$ cat src/rtl/cart_mem_bridge_if.sv
// cart_mem_bridge_if: CPU, SDRAM ROM port and BRAM port signals of the cartridge memory bridge
interface cart_mem_bridge_if;
  logic        cs;
  logic        rd;
  logic        wr;
  logic [7:0]  d_from_cpu;
  logic [24:0] mem_addr;
  logic        mem_oe;
  logic [14:0] sram_addr;
  logic        sram_we;
  logic        sram_oe;
  logic [7:0]  d_to_cpu;
  logic        cpu_wait;
  logic [24:0] sdram_addr;
  logic        sdram_req;
  logic        sdram_ack;
  logic [7:0]  sdram_dout;
  logic [14:0] bram_addr;
  logic [7:0]  bram_din;
  logic        bram_we;
  logic [7:0]  bram_dout;
  logic        timeout_err;
  modport slave (
    input  cs, rd, wr, d_from_cpu, mem_addr, mem_oe, sram_addr, sram_we, sram_oe,
    input  sdram_ack, sdram_dout, bram_dout,
    output d_to_cpu, cpu_wait, sdram_addr, sdram_req, bram_addr, bram_din, bram_we, timeout_err
  );
  modport master (
    output cs, rd, wr, d_from_cpu, mem_addr, mem_oe, sram_addr, sram_we, sram_oe,
    output sdram_ack, sdram_dout, bram_dout,
    input  d_to_cpu, cpu_wait, sdram_addr, sdram_req, bram_addr, bram_din, bram_we, timeout_err
  );
endinterface

$ cat src/rtl/cart_mem_bridge.sv
// cart_mem_bridge: one CPU cartridge cycle -> one SDRAM ROM or BRAM SRAM access; define CART_ROM_CACHE_EN for a one-entry ROM read cache
module cart_mem_bridge #(
  parameter int TIMEOUT = 255
) (
  input logic clk,
  input logic reset,
  cart_mem_bridge_if.slave bus
);
  localparam logic [2:0] IDLE    = 3'd0;
  localparam logic [2:0] SRAM_WR = 3'd1;
  localparam logic [2:0] SRAM_RD = 3'd2;
  localparam logic [2:0] ROM_REQ = 3'd3;
  localparam logic [2:0] DONE    = 3'd4;
  logic [2:0]  state_q, state_d;
  logic [24:0] addr_q, addr_d;
  logic [14:0] saddr_q, saddr_d;
  logic [7:0]  data_q, data_d, dout_q, dout_d, cnt_q, cnt_d;
  logic        terr_q, terr_d;
  logic        strobe, start, hit;
  logic [7:0]  hit_data;
  assign strobe           = bus.cs & (bus.rd | bus.wr);
  assign start            = strobe & (state_q == IDLE);
  assign bus.cpu_wait     = start | (state_q == SRAM_WR) | (state_q == SRAM_RD) | (state_q == ROM_REQ);
  assign bus.d_to_cpu     = dout_q;
  assign bus.sdram_addr   = addr_q;
  assign bus.sdram_req    = state_q == ROM_REQ;
  assign bus.bram_addr    = saddr_q;
  assign bus.bram_din     = data_q;
  assign bus.bram_we      = state_q == SRAM_WR;
  assign bus.timeout_err  = terr_q;
`ifdef CART_ROM_CACHE_EN
  logic [24:0] tag_q, tag_d;
  logic [7:0]  cdata_q, cdata_d;
  logic        cvalid_q, cvalid_d, fill;
  assign fill     = (state_q == ROM_REQ) & bus.sdram_ack;
  assign hit      = cvalid_q & (tag_q == bus.mem_addr);
  assign hit_data = cdata_q;
  // Refill the entry on every acknowledged ROM read; timeouts leave it untouched
  always_comb begin
    cvalid_d = cvalid_q | fill;
    tag_d    = fill ? addr_q : tag_q;
    cdata_d  = fill ? bus.sdram_dout : cdata_q;
  end
  // Cache registers; reset invalidates the entry
  always_ff @(posedge clk) begin
    if (reset) begin
      cvalid_q <= 1'b0;
      tag_q    <= '0;
      cdata_q  <= 8'hFF;
    end else begin
      cvalid_q <= cvalid_d;
      tag_q    <= tag_d;
      cdata_q  <= cdata_d;
    end
  end
`else
  assign hit      = 1'b0;
  assign hit_data = 8'hFF;
`endif
  // Access sequencer: decode in IDLE, run one access, park in DONE until the strobe drops
  always_comb begin
    state_d = state_q;
    addr_d  = addr_q;
    saddr_d = saddr_q;
    data_d  = data_q;
    dout_d  = dout_q;
    cnt_d   = cnt_q;
    terr_d  = terr_q;
    case (state_q)
      IDLE: begin
        cnt_d = '0;
        if (start) begin
          addr_d  = bus.mem_addr;
          saddr_d = bus.sram_addr;
          data_d  = bus.d_from_cpu;
          state_d = (bus.wr & bus.sram_we) ? SRAM_WR :
                    (bus.rd & bus.sram_oe) ? SRAM_RD :
                    (bus.rd & bus.mem_oe & ~hit) ? ROM_REQ : DONE;
          dout_d  = (state_d != DONE) ? dout_q : (bus.rd & bus.mem_oe) ? hit_data : 8'hFF;
        end
      end
      SRAM_WR: state_d = DONE;
      SRAM_RD: begin
        cnt_d = cnt_q + 8'd1;
        if (cnt_q[0]) begin
          dout_d  = bus.bram_dout;
          state_d = DONE;
        end
      end
      ROM_REQ: begin
        cnt_d = cnt_q + 8'd1;
        if (bus.sdram_ack) begin
          dout_d  = bus.sdram_dout;
          state_d = DONE;
        end else if (cnt_d == 8'(TIMEOUT)) begin
          dout_d  = 8'hFF;
          terr_d  = 1'b1;
          state_d = DONE;
        end
      end
      DONE: state_d = strobe ? DONE : IDLE;
      default: state_d = IDLE;
    endcase
  end
  // State and datapath registers
  always_ff @(posedge clk) begin
    if (reset) begin
      state_q <= IDLE;
      addr_q  <= '0;
      saddr_q <= '0;
      data_q  <= '0;
      dout_q  <= 8'hFF;
      cnt_q   <= '0;
      terr_q  <= 1'b0;
    end else begin
      state_q <= state_d;
      addr_q  <= addr_d;
      saddr_q <= saddr_d;
      data_q  <= data_d;
      dout_q  <= dout_d;
      cnt_q   <= cnt_d;
      terr_q  <= terr_d;
    end
  end
endmodule

$ cat src/flat_wrapper.sv
// flat-port wrapper written by rule: the top's interface ports become plain ports
module cart_mem_bridge_flat 
#(
  parameter int TIMEOUT = 255
)
  (clk, reset, bus_cs, bus_rd, bus_wr, bus_d_from_cpu, bus_mem_addr, bus_mem_oe, bus_sram_addr, bus_sram_we, bus_sram_oe, bus_sdram_ack, bus_sdram_dout, bus_bram_dout, bus_d_to_cpu, bus_cpu_wait, bus_sdram_addr, bus_sdram_req, bus_bram_addr, bus_bram_din, bus_bram_we, bus_timeout_err);
  cart_mem_bridge_if bus_i ();
  input logic clk;
  input logic reset;
  input wire logic [$bits(bus_i.cs)-1:0] bus_cs;
  input wire logic [$bits(bus_i.rd)-1:0] bus_rd;
  input wire logic [$bits(bus_i.wr)-1:0] bus_wr;
  input wire logic [$bits(bus_i.d_from_cpu)-1:0] bus_d_from_cpu;
  input wire logic [$bits(bus_i.mem_addr)-1:0] bus_mem_addr;
  input wire logic [$bits(bus_i.mem_oe)-1:0] bus_mem_oe;
  input wire logic [$bits(bus_i.sram_addr)-1:0] bus_sram_addr;
  input wire logic [$bits(bus_i.sram_we)-1:0] bus_sram_we;
  input wire logic [$bits(bus_i.sram_oe)-1:0] bus_sram_oe;
  input wire logic [$bits(bus_i.sdram_ack)-1:0] bus_sdram_ack;
  input wire logic [$bits(bus_i.sdram_dout)-1:0] bus_sdram_dout;
  input wire logic [$bits(bus_i.bram_dout)-1:0] bus_bram_dout;
  output wire logic [$bits(bus_i.d_to_cpu)-1:0] bus_d_to_cpu;
  output wire logic [$bits(bus_i.cpu_wait)-1:0] bus_cpu_wait;
  output wire logic [$bits(bus_i.sdram_addr)-1:0] bus_sdram_addr;
  output wire logic [$bits(bus_i.sdram_req)-1:0] bus_sdram_req;
  output wire logic [$bits(bus_i.bram_addr)-1:0] bus_bram_addr;
  output wire logic [$bits(bus_i.bram_din)-1:0] bus_bram_din;
  output wire logic [$bits(bus_i.bram_we)-1:0] bus_bram_we;
  output wire logic [$bits(bus_i.timeout_err)-1:0] bus_timeout_err;
  assign bus_i.cs = bus_cs;
  assign bus_i.rd = bus_rd;
  assign bus_i.wr = bus_wr;
  assign bus_i.d_from_cpu = bus_d_from_cpu;
  assign bus_i.mem_addr = bus_mem_addr;
  assign bus_i.mem_oe = bus_mem_oe;
  assign bus_i.sram_addr = bus_sram_addr;
  assign bus_i.sram_we = bus_sram_we;
  assign bus_i.sram_oe = bus_sram_oe;
  assign bus_i.sdram_ack = bus_sdram_ack;
  assign bus_i.sdram_dout = bus_sdram_dout;
  assign bus_i.bram_dout = bus_bram_dout;
  assign bus_d_to_cpu = bus_i.d_to_cpu;
  assign bus_cpu_wait = bus_i.cpu_wait;
  assign bus_sdram_addr = bus_i.sdram_addr;
  assign bus_sdram_req = bus_i.sdram_req;
  assign bus_bram_addr = bus_i.bram_addr;
  assign bus_bram_din = bus_i.bram_din;
  assign bus_bram_we = bus_i.bram_we;
  assign bus_timeout_err = bus_i.timeout_err;
  cart_mem_bridge #(.TIMEOUT(TIMEOUT)) u_core (.clk(clk), .reset(reset), .bus(bus_i));
endmodule
$ cat config.mk
export PLATFORM = sky130hd
export DESIGN_NAME = cart_mem_bridge_flat
export DESIGN_NICKNAME = d
export VERILOG_FILES = /design/src/rtl/cart_mem_bridge_if.sv /design/src/rtl/cart_mem_bridge.sv /design/src/flat_wrapper.sv
export SDC_FILE = /design/constraint.sdc
export NUM_CORES = 1
export LEC_CHECK = 0
export BUFFER_PORTS_ARGS = -buffer_cell sky130_fd_sc_hd__buf_2
export CAP_MARGIN = 10
export CORE_MARGIN = 5
export CORE_UTILIZATION = 42
export DETAILED_ROUTE_END_ITERATION = 8
export PLACE_DENSITY_LB_ADDON = 0.2
export SLEW_MARGIN = 0
export SYNTH_ARGS = -nofsm -noshare
export SYNTH_HDL_FRONTEND = slang
export SYNTH_SLANG_ARGS = --single-unit
$ cat constraint.sdc
create_clock -name clk -period 1.81 [get_ports clk]
set_input_delay 0.2715 -clock clk [delete_from_list [all_inputs] [get_ports clk]]
set_output_delay 0.2715 -clock clk [all_outputs]
set_load 0.01 [all_outputs]
==> results of run 1 <==
-- power groups by stage --
stage                     registers, mW  clock network (mW)  logic [mW]
after floorplan                    1.70                   0       0.310
after global placement             1.66                   0       0.604
after detailed placement           1.67                   0       0.613
after CTS                          1.63                1.27       0.616
after global routing               1.64                1.35       0.680
final                              1.63                1.23       0.609
-- per-stage QoR --
| stage | cell area (sq um) | util | TNS [ps] | hold WS, ps | setup slack [ps] |
|---|---|---|---|---|---|
| after floorplan | 2840 | - | 0 | 407 | 11.0 |
| after global placement | 3650 | 0.547 | -201 | 436 | -26.4 |
| after detailed placement | 3650 | 0.547 | -461 | 443 | -66.8 |
| after CTS | 3870 | 0.579 | 0 | 147 | 12.8 |
| after global routing | 3900 | 0.583 | -141 | 147 | -30.0 |
| final | 3900 | 0.583 | 0 | 161 | 54.8 |
-- routing by layer --
| metal | global-route usage | vias to the layer above | wire length, microns |
|---|---|---|---|
| li1 | - | 1482 | - |
| met1 | 0.234 | 1292 | 3360 |
| met2 | 0.301 | 115 | 3680 |
| met3 | 0.0451 | 10 | 691 |
| met4 | 0.0718 | 0 | 102 |
| met5 | 0 | - | 0 |
-- cells by family (layout without fill, tap and decap cells) --
family	count (synthesis)	count (layout)
simple gates	166	166
fa+ha+maj	2	2
buf+inv	27	167
compound gates	88	88
flops	68	68
mux	9	9
-- worst max path at each step --
stage                                               end  slack (ps)  cells after the start                    startpoint
floorplan           u_core.bus.d_to_cpu[0]$_SDFFE_PP1P_          10                      6  u_core.cnt_q[1]$_SDFFE_PP0P_
global placement    u_core.bus.d_to_cpu[0]$_SDFFE_PP1P_         -30                      6  u_core.cnt_q[0]$_SDFFE_PP0P_
detailed placement  u_core.bus.d_to_cpu[7]$_SDFFE_PP1P_         -70                      6  u_core.cnt_q[0]$_SDFFE_PP0P_
CTS                 u_core.bus.d_to_cpu[7]$_SDFFE_PP1P_          10                      6  u_core.cnt_q[0]$_SDFFE_PP0P_
global route        u_core.bus.d_to_cpu[7]$_SDFFE_PP1P_         -30                      6  u_core.cnt_q[1]$_SDFFE_PP0P_
finish              u_core.bus.d_to_cpu[7]$_SDFFE_PP1P_          50                      6  u_core.cnt_q[1]$_SDFFE_PP0P_
-- state kept, by name (all words and copies together), names as in the netlist --
| signal | count |
|---|---|
| u_core.bus.bram_din | 8 |
| u_core.bus.bram_addr | 15 |
| u_core.bus.timeout_err | 1 |
| u_core.bus.d_to_cpu | 8 |
| u_core.bus.sdram_addr | 25 |
| u_core.state_q | 3 |
| u_core.cnt_q | 8 |
-- timing repair --
action,in CTS,in global routing
pin swaps,1,4
setup endpoints to repair,8,11
hold buffers,0,0
gates resized for setup,4,9
setup buffers,0,1
-- final cells by class --
cell class,instances,area [sq um],share of cell area
inverter,3,11.3,0.00289
tap,80,100,0.0257
sequential,68,1370,0.352
clock inverter,7,75.1,0.0193
clock buffer,9,124,0.0318
multi-input combinational,265,1390,0.357
timing repair buffer,148,822,0.211
-- cells in the final DEF (no fill, tap or decap), types with 3 or more instances in the layout --
cell                         count
sky130_fd_sc_hd__buf_2         132
sky130_fd_sc_hd__nand2_1       112
sky130_fd_sc_hd__dfxtp_1        62
sky130_fd_sc_hd__a21oi_1        56
sky130_fd_sc_hd__nor2_1         30
sky130_fd_sc_hd__buf_4          12
sky130_fd_sc_hd__clkbuf_8        9
sky130_fd_sc_hd__o22a_1          8
sky130_fd_sc_hd__mux2i_1         8
sky130_fd_sc_hd__o21ai_0         6
sky130_fd_sc_hd__dfxtp_2         4
sky130_fd_sc_hd__inv_1           3
sky130_fd_sc_hd__o21ai_1         3
sky130_fd_sc_hd__clkinvlp_4      3
sky130_fd_sc_hd__buf_12          3
-- tightest hold or removal path, delay by kind of cell --
kind | cells | cell delay [ps]
buffers and inverters | 1 | 90
AO/OA/AOI/OAI | 1 | 50
AND/OR/NAND/NOR | 1 | 40
==> implementation parameters, run 1 <==
Parameter                              Value

Status
  Outcome ... completed

STA
  Unrepaired setup endpoints after global routing ... true
  Maximum operating frequency ... 570 MHz
  Worst Max-Slew Pin Slew ... 435 ps
  Max Clock Skew ... between 8 and 9 ps
  Count of pins over their slew limit ... 0
  Final critical-path share of the clock period ... 0.970
  Min cycle time layout ... 1760 ps
  Count of final hold-check violations ... 0
  Final setup violation count ... 0
  Worst relative slew slack ... 0.708

Floorplanning
  Die boundary width ... 92.2 microns
  Site Rows ... 30
  Die Outline Area ... 0.00850 sq mm
  I/O pin total ... roughly 130
  Total core area ... 0.00668 sq mm
  Initial Utilization ... 0.425
  Die height ... 92.2 microns

Route
  Drt total wl ... 7830 microns
  DRC marker count from the first detailed-route iteration ... 153
  First-pass iteration count of the detailed router ... 7
  Routed vias/inst ... 5.00
  Wire length per cell ... 13.5 microns
  Vias ... slightly below 3000
  DRC Markers ... 0
  Antenna Nets Post-Route ... 0

Run
  Max_cap viols ... 0

Clock tree
  Root buf cell ... sky130_fd_sc_hd__clkbuf_8
  Count of clock tree sinks ... 68
  Clock transition at the registers of the reported paths ... 80 ps
  Clk_lat worst skew ... 340 ps
  Maximum root-to-sink buffer count ... 2
  Clock tree from TritonCTS ... built
  Number of levels the H-tree was split into ... 3
  TritonCTS Buffers ... 9

Global route
  Gr ovfl total ... 0
  Global Route Usage Sum ... 0.184
  Number of antenna violations at the first check in global routing ... 0
  Largest net degree at the start of global routing ... 60
  Wire length of the first global-routing pass ... 12800 microns
  Vias in the first global route ... 2757

Critical path
  Reg-to-Reg End ... u_core.bus.d_to_cpu[7]$_SDFFE_PP1P_
  Kind of end point of the critical path ... register
  R2r worst-path depth ... 6
  Worst reg-to-reg setup slack ... between 50 and 60 ps
  CP delay by family, top ... compound AO/OA/AOI/OAI gates
  Worst path cell trace ... ha_4 -> and3_4 -> mux2_4 -> a221oi_4 -> o21ai_4 -> mux2i_1
  CP Launch Type ... register
  Bufs and invs on worst path ... 0
  Worst endpoint data arrival time ... between 1500 and 2000 ps
  Data required time of the critical path ... 2010 ps
  Type of the worst setup path ... register to register
  Crit-path max cell delay ... ~370 ps
  Standard cell with the maximum stage delay on the critical path ... sky130_fd_sc_hd__dfxtp_4
  Reg2reg start ... u_core.cnt_q[1]$_SDFFE_PP0P_
  Maximum net fanout on the critical path ... 8

Pwr
  Overall power after layout ... 3.47 mW
  Power density over the cells ... roughly 890 mW/mm^2
  Combinational share of power ... 0.176
  Switching power ... 988 uW
  Proportion of total power due to net switching ... 0.285
  Portion of total power attributed to the clock network ... 0.355
  Sequential group share of total power ... 0.470
  Peak VDD IR ... between 0.0004 and 0.0005 V
  P_int ... around 2.5 mW
  Static Leak ... 1.78 nW

Placement
  Count of placed standard cells including taps ... 563
  IO buf count ... 132
  Total half-perimeter wirelength after legalization and detailed placement ... 5710 microns
  Final weighted congestion in routability-driven placement ... around 0.88

Logic synthesis
  Xor and xnor area share after synthesis ... 0
  Top-area cell type share of the netlist area ... 0.480
  Library cell with the highest instance count after synthesis ... sky130_fd_sc_hd__nand2_1
  Simple-gate share of the synthesized area ... 0.245
  Total of warnings raised by yosys ... 0
  Prevailing post-synth register cell ... sky130_fd_sc_hd__dfxtp_1
  Synthesized instance count ... 360
  Post-synth net total ... 435
  Area of the mapped netlist ... 0.00284 sq mm
  Fraction of the yosys area taken by sequential cells ... 0.480
  Combinational family with the most area after synthesis ... simple AND/OR/NAND/NOR gates
  Compound-Gate Fraction of Synth Area ... 0.193
  Top area cells in the synthesized netlist ... sky130_fd_sc_hd__dfxtp_1 48%, sky130_fd_sc_hd__nand2_1 15%, sky130_fd_sc_hd__a21oi_1 9.9%
  Flops & latches, synth ... 68
  Synth cell count leaders ... 112 x sky130_fd_sc_hd__nand2_1, 68 x sky130_fd_sc_hd__dfxtp_1, 56 x sky130_fd_sc_hd__a21oi_1, 31 x sky130_fd_sc_hd__nor2_1, 15 x sky130_fd_sc_hd__clkbuf_1
  Average cell area after synthesis ... 7.89 sq um
  Number of flops mapped to enable cells by yosys ... 0
  Share of synthesized flip-flops with an asynchronous set or reset ... 0
  Area share of fa/ha/maj cells after synthesis ... 0.00881
  Portion of netlist area occupied by mux cells ... 0.0322
  Library cells used by synthesis ... 43
  Area leader, netlist ... sky130_fd_sc_hd__dfxtp_1

Cells and area
  Number of filler instances in the final layout ... roughly 640
  Antenna cell count ... 0
  Growth of design area from synthesis to finish ... 37.3%
  Number of nets at the end of the flow ... 570
  Share of layout cells above drive strength 1 ... 0.362
  Final cell count without fillers ... 580

Worst hold path
  Type of the tightest min-delay check ... primary input to register
  Worst Hold Endpoint ... u_core.bus.sdram_addr[20]$_SDFFE_PP0P_
  Instance count along the most critical hold path ... 3
  Worst Hold Launch ... bus_mem_addr[20]
(Power assumes the default switching activity.)
==> inputs of run 2 (changes only) <==
--- a/config.mk
+++ b/config.mk
@@ -8,9 +8,10 @@
 export BUFFER_PORTS_ARGS = -buffer_cell sky130_fd_sc_hd__buf_2
 export CAP_MARGIN = 10
 export CORE_MARGIN = 5
-export CORE_UTILIZATION = 42
+export CORE_UTILIZATION = 35
 export DETAILED_ROUTE_END_ITERATION = 8
 export PLACE_DENSITY_LB_ADDON = 0.2
+export SETUP_SLACK_MARGIN = 0.15
 export SLEW_MARGIN = 0
 export SYNTH_ARGS = -nofsm -noshare
 export SYNTH_HDL_FRONTEND = slang
==> run 2 against run 1 <==
- first-iteration DRC count down 0.65%
- flip-flop and latch count did not move
- hold slack worse by 1.7 ps
- clock-buffer cell count increased by 1
- non-clock buffer count rose by 2
- setup slack lost 19 ps
- die area rose by 18%
- cell area up 1.1%
- critical path depth did not move
- highest routed layer unchanged
==> implementation parameters, run 2 (same netlist as run 1, synthesis figures left out) <==
Parameter                              Value

STA
  Worst Max-Slew Pin Slew ... 478 ps (was 435 ps)
  Unrepaired setup endpoints after global routing ... true (unchanged)
  Final critical-path share of the clock period ... 0.980 (was 0.970)
  Setup TNS ... 0 ps (unchanged)
  Final setup violation count ... 0 (unchanged)
  Min cycle time layout ... 1770 ps (was 1760 ps)
  Count of pins over their slew limit ... 0 (unchanged)
  Post-layout worst setup margin ... 35.5 ps (was 54.8 ps)
  Max Clock Skew ... 11.2 ps (was 8.16 ps)
  Worst relative slew slack ... 0.678 (was 0.708)
  Count of final hold-check violations ... 0 (unchanged)
  Maximum operating frequency ... 564 MHz (was 570 MHz)

Critical path
  Startpoint of the most critical setup path ... u_core.cnt_q[1]$_SDFFE_PP0P_ (unchanged)
  Crit-path max cell delay ... 400 ps (was 370 ps)
  Reg2reg start ... u_core.cnt_q[1]$_SDFFE_PP0P_ (unchanged)
  Kind of end point of the critical path ... register (unchanged)
  Worst reg-to-reg setup slack ... 40 ps (was 50 ps)
  Worst path cell trace ... ha_4 -> and3_4 -> mux2_4 -> a221oi_4 -> o21ai_4 -> mux2i_1 (unchanged)
  Reg-to-Reg End ... u_core.bus.d_to_cpu[5]$_SDFFE_PP1P_ (was u_core.bus.d_to_cpu[7]$_SDFFE_PP1P_)
  CP Launch Type ... register (unchanged)
  Worst endpoint data arrival time ... 1980 ps (was 1960 ps)
  R2r worst-path depth ... 6 (unchanged)
  Standard cell with the maximum stage delay on the critical path ... sky130_fd_sc_hd__dfxtp_4 (unchanged)
  Data required time of the critical path ... 2020 ps (was 2010 ps)
  Type of the worst setup path ... register to register (unchanged)
  Maximum net fanout on the critical path ... 8 (unchanged)

Placement
  IO buf count ... 132 (unchanged)
  Final weighted congestion in routability-driven placement ... 0.791 (was 0.876)
  Pre-CTS setup slack ... 1.49 ps (was -66.8 ps)
  Post-detailed-placement cell area ... 0.00369 sq mm (was 0.00365 sq mm)
  Total half-perimeter wirelength after legalization and detailed placement ... 6140 microns (was 5710 microns)

Cells and area
  Number of nets at the end of the flow ... 572 (was 570)
  Antenna cell count ... 0 (unchanged)
  Highest-count cells in the layout ignoring fill and taps ... 132 x sky130_fd_sc_hd__buf_2, 112 x sky130_fd_sc_hd__nand2_1, 61 x sky130_fd_sc_hd__dfxtp_1 (was 132 x sky130_fd_sc_hd__buf_2, 112 x sky130_fd_sc_hd__nand2_1, 62 x sky130_fd_sc_hd__dfxtp_1)
  Share of the core filled with cells in the final layout ... 0.505 (was 0.583)
  Leading cell type in the layout, fill and taps excluded ... sky130_fd_sc_hd__buf_2 (unchanged)
  Number of flip-flops in the largest register ... 25 (unchanged)
  Number of filler instances in the final layout ... 786 (was 643)
  Total non-filler cell area in the finished layout ... 0.00394 sq mm (was 0.00390 sq mm)
  Share of layout cells above drive strength 1 ... 0.375 (was 0.362)
  Growth of design area from synthesis to finish ... 38.8% (was 37.3%)

Global route
  Wire length of the first global-routing pass ... 12900 microns (was 12800 microns)
  Vias in the first global route ... 2711 (was 2757)
  Gr ovfl total ... 0 (unchanged)
  Number of antenna violations at the first check in global routing ... 0 (unchanged)
  Global Route Usage Sum ... 0.161 (was 0.184)
  Largest net degree at the start of global routing ... 35 (was 60)

Route
  First-pass iteration count of the detailed router ... 4 (was 7)
  Antenna Nets Post-Route ... 0 (unchanged)
  Wire length per cell ... 13.8 microns (was 13.5 microns)
  M1 wire length ... 3820 microns (was 3360 microns)
  DRC marker count from the first detailed-route iteration ... 152 (was 153)
  Routed vias/inst ... 4.71 (was 5.00)
  Vias ... 2842 (was 2899)
  DRC Markers ... 0 (unchanged)
  Drt total wl ... 8340 microns (was 7830 microns)
  Met2 WL post-DR ... 3600 microns (was 3680 microns)
  Top routing layer in use ... met4 (unchanged)
  Wire length on met3 ... 868 microns (was 691 microns)

Status
  Outcome ... completed (unchanged)

Floorplanning
  Die height ... 100 microns (was 92.2 microns)
  I/O pin total ... 133 (unchanged)
  Die Outline Area ... 0.0100 sq mm (was 0.00850 sq mm)
  Total core area ... 0.00781 sq mm (was 0.00668 sq mm)
  Die boundary width ... 100 microns (was 92.2 microns)
  Initial Utilization ... 0.364 (was 0.425)
  Site Rows ... 32 (was 30)

Clock tree
  Count of clock tree sinks ... 68 (unchanged)
  TritonCTS Buffers ... 9 (unchanged)
  Hold bufs inserted after CTS ... 0 (unchanged)
  Number of levels the H-tree was split into ... 3 (unchanged)
  Clk_lat worst skew ... 340 ps (about the same)
  Clock tree from TritonCTS ... built (unchanged)
  Maximum root-to-sink buffer count ... 2 (unchanged)
  Clock transition at the registers of the reported paths ... 80 ps (about the same)
  Root buf cell ... sky130_fd_sc_hd__clkbuf_8 (unchanged)

Worst hold path
  Instance count along the most critical hold path ... 3 (unchanged)
  Worst Hold Endpoint ... u_core.bus.bram_addr[13]$_SDFFE_PP0P_ (was u_core.bus.sdram_addr[20]$_SDFFE_PP0P_)
  Worst Hold Launch ... bus_sram_addr[13] (was bus_mem_addr[20])
  Type of the tightest min-delay check ... primary input to register (unchanged)

Pwr
  Peak VDD IR ... 0.000391 V (was 0.000404 V)
  Power density over the cells ... 888 mW/mm^2 (was 890 mW/mm^2)
  Static Leak ... 1.79 nW (was 1.78 nW)
  Overall power after layout ... 3.50 mW (was 3.47 mW)

Run
  Max_cap viols ... 0 (unchanged)
[run 2: area by class of cell]
| type | count | area [sq um] | area share |
|---|---|---|---|
| Clock inverter | 6 | 63.8 | 0.0162 |
| Timing Repair Buffer | 150 | 808 | 0.205 |
| Multi-Input combinational cell | 265 | 1420 | 0.359 |
| Sequential cell | 68 | 1380 | 0.350 |
| Inverter | 3 | 11.3 | 0.00286 |
| Clock buffer | 10 | 138 | 0.0349 |
| Tap cell | 102 | 128 | 0.0324 |
[run 2: worst max-delay path by stage]
stage | slack [ps] | endpoint
detailed placement | 1 | u_core.bus.d_to_cpu[6]$_SDFFE_PP1P_
global placement | 30 | u_core.bus.d_to_cpu[7]$_SDFFE_PP1P_
finish | 40 | u_core.bus.d_to_cpu[5]$_SDFFE_PP1P_
floorplan | 110 | u_core.bus.d_to_cpu[0]$_SDFFE_PP1P_
global route | -30 | u_core.bus.d_to_cpu[4]$_SDFFE_PP1P_
CTS | 30 | u_core.bus.d_to_cpu[5]$_SDFFE_PP1P_
[run 2: critical path, delay by kind of cell, from the launching register on]
family	cells	cell delay (ps)
compound gates	2	460
fa+ha+maj	1	140
flops	1	400
mux	2	460
simple gates	1	190
[run 2: where the power goes]
| group | total [mW] | internal, mW | switching (mW) |
|---|---|---|---|
| Combinational | 0.610 | 0.259 | 0.351 |
| Clock | 1.26 | 0.671 | 0.586 |
| Sequential | 1.63 | 1.58 | 0.0523 |
| Total | 3.50 | 2.51 | 0.989 |
[run 2: through the flow]
stage                     std cells  hold slack (ps)
after floorplan                 360              407
after global placement          586              438
after detailed placement        586              444
after CTS                       604              147
after global routing            604              145
final                           604              160
[run 2: routing by layer]
metal | global-route usage | vias to the layer above
li1 | - | 1488
met1 | 0.213 | 1244
met2 | 0.249 | 105
met3 | 0.0646 | 5
met4 | 0.0342 | 0
met5 | 0 | -
[run 2: what timing repair did]
item                                    CTS  global route
pin swaps                                 2             4
endpoints found under the setup margin   13            26
buffers inserted                          2             0
hold endpoints to repair                  0             0
gates resized for setup                   4             8
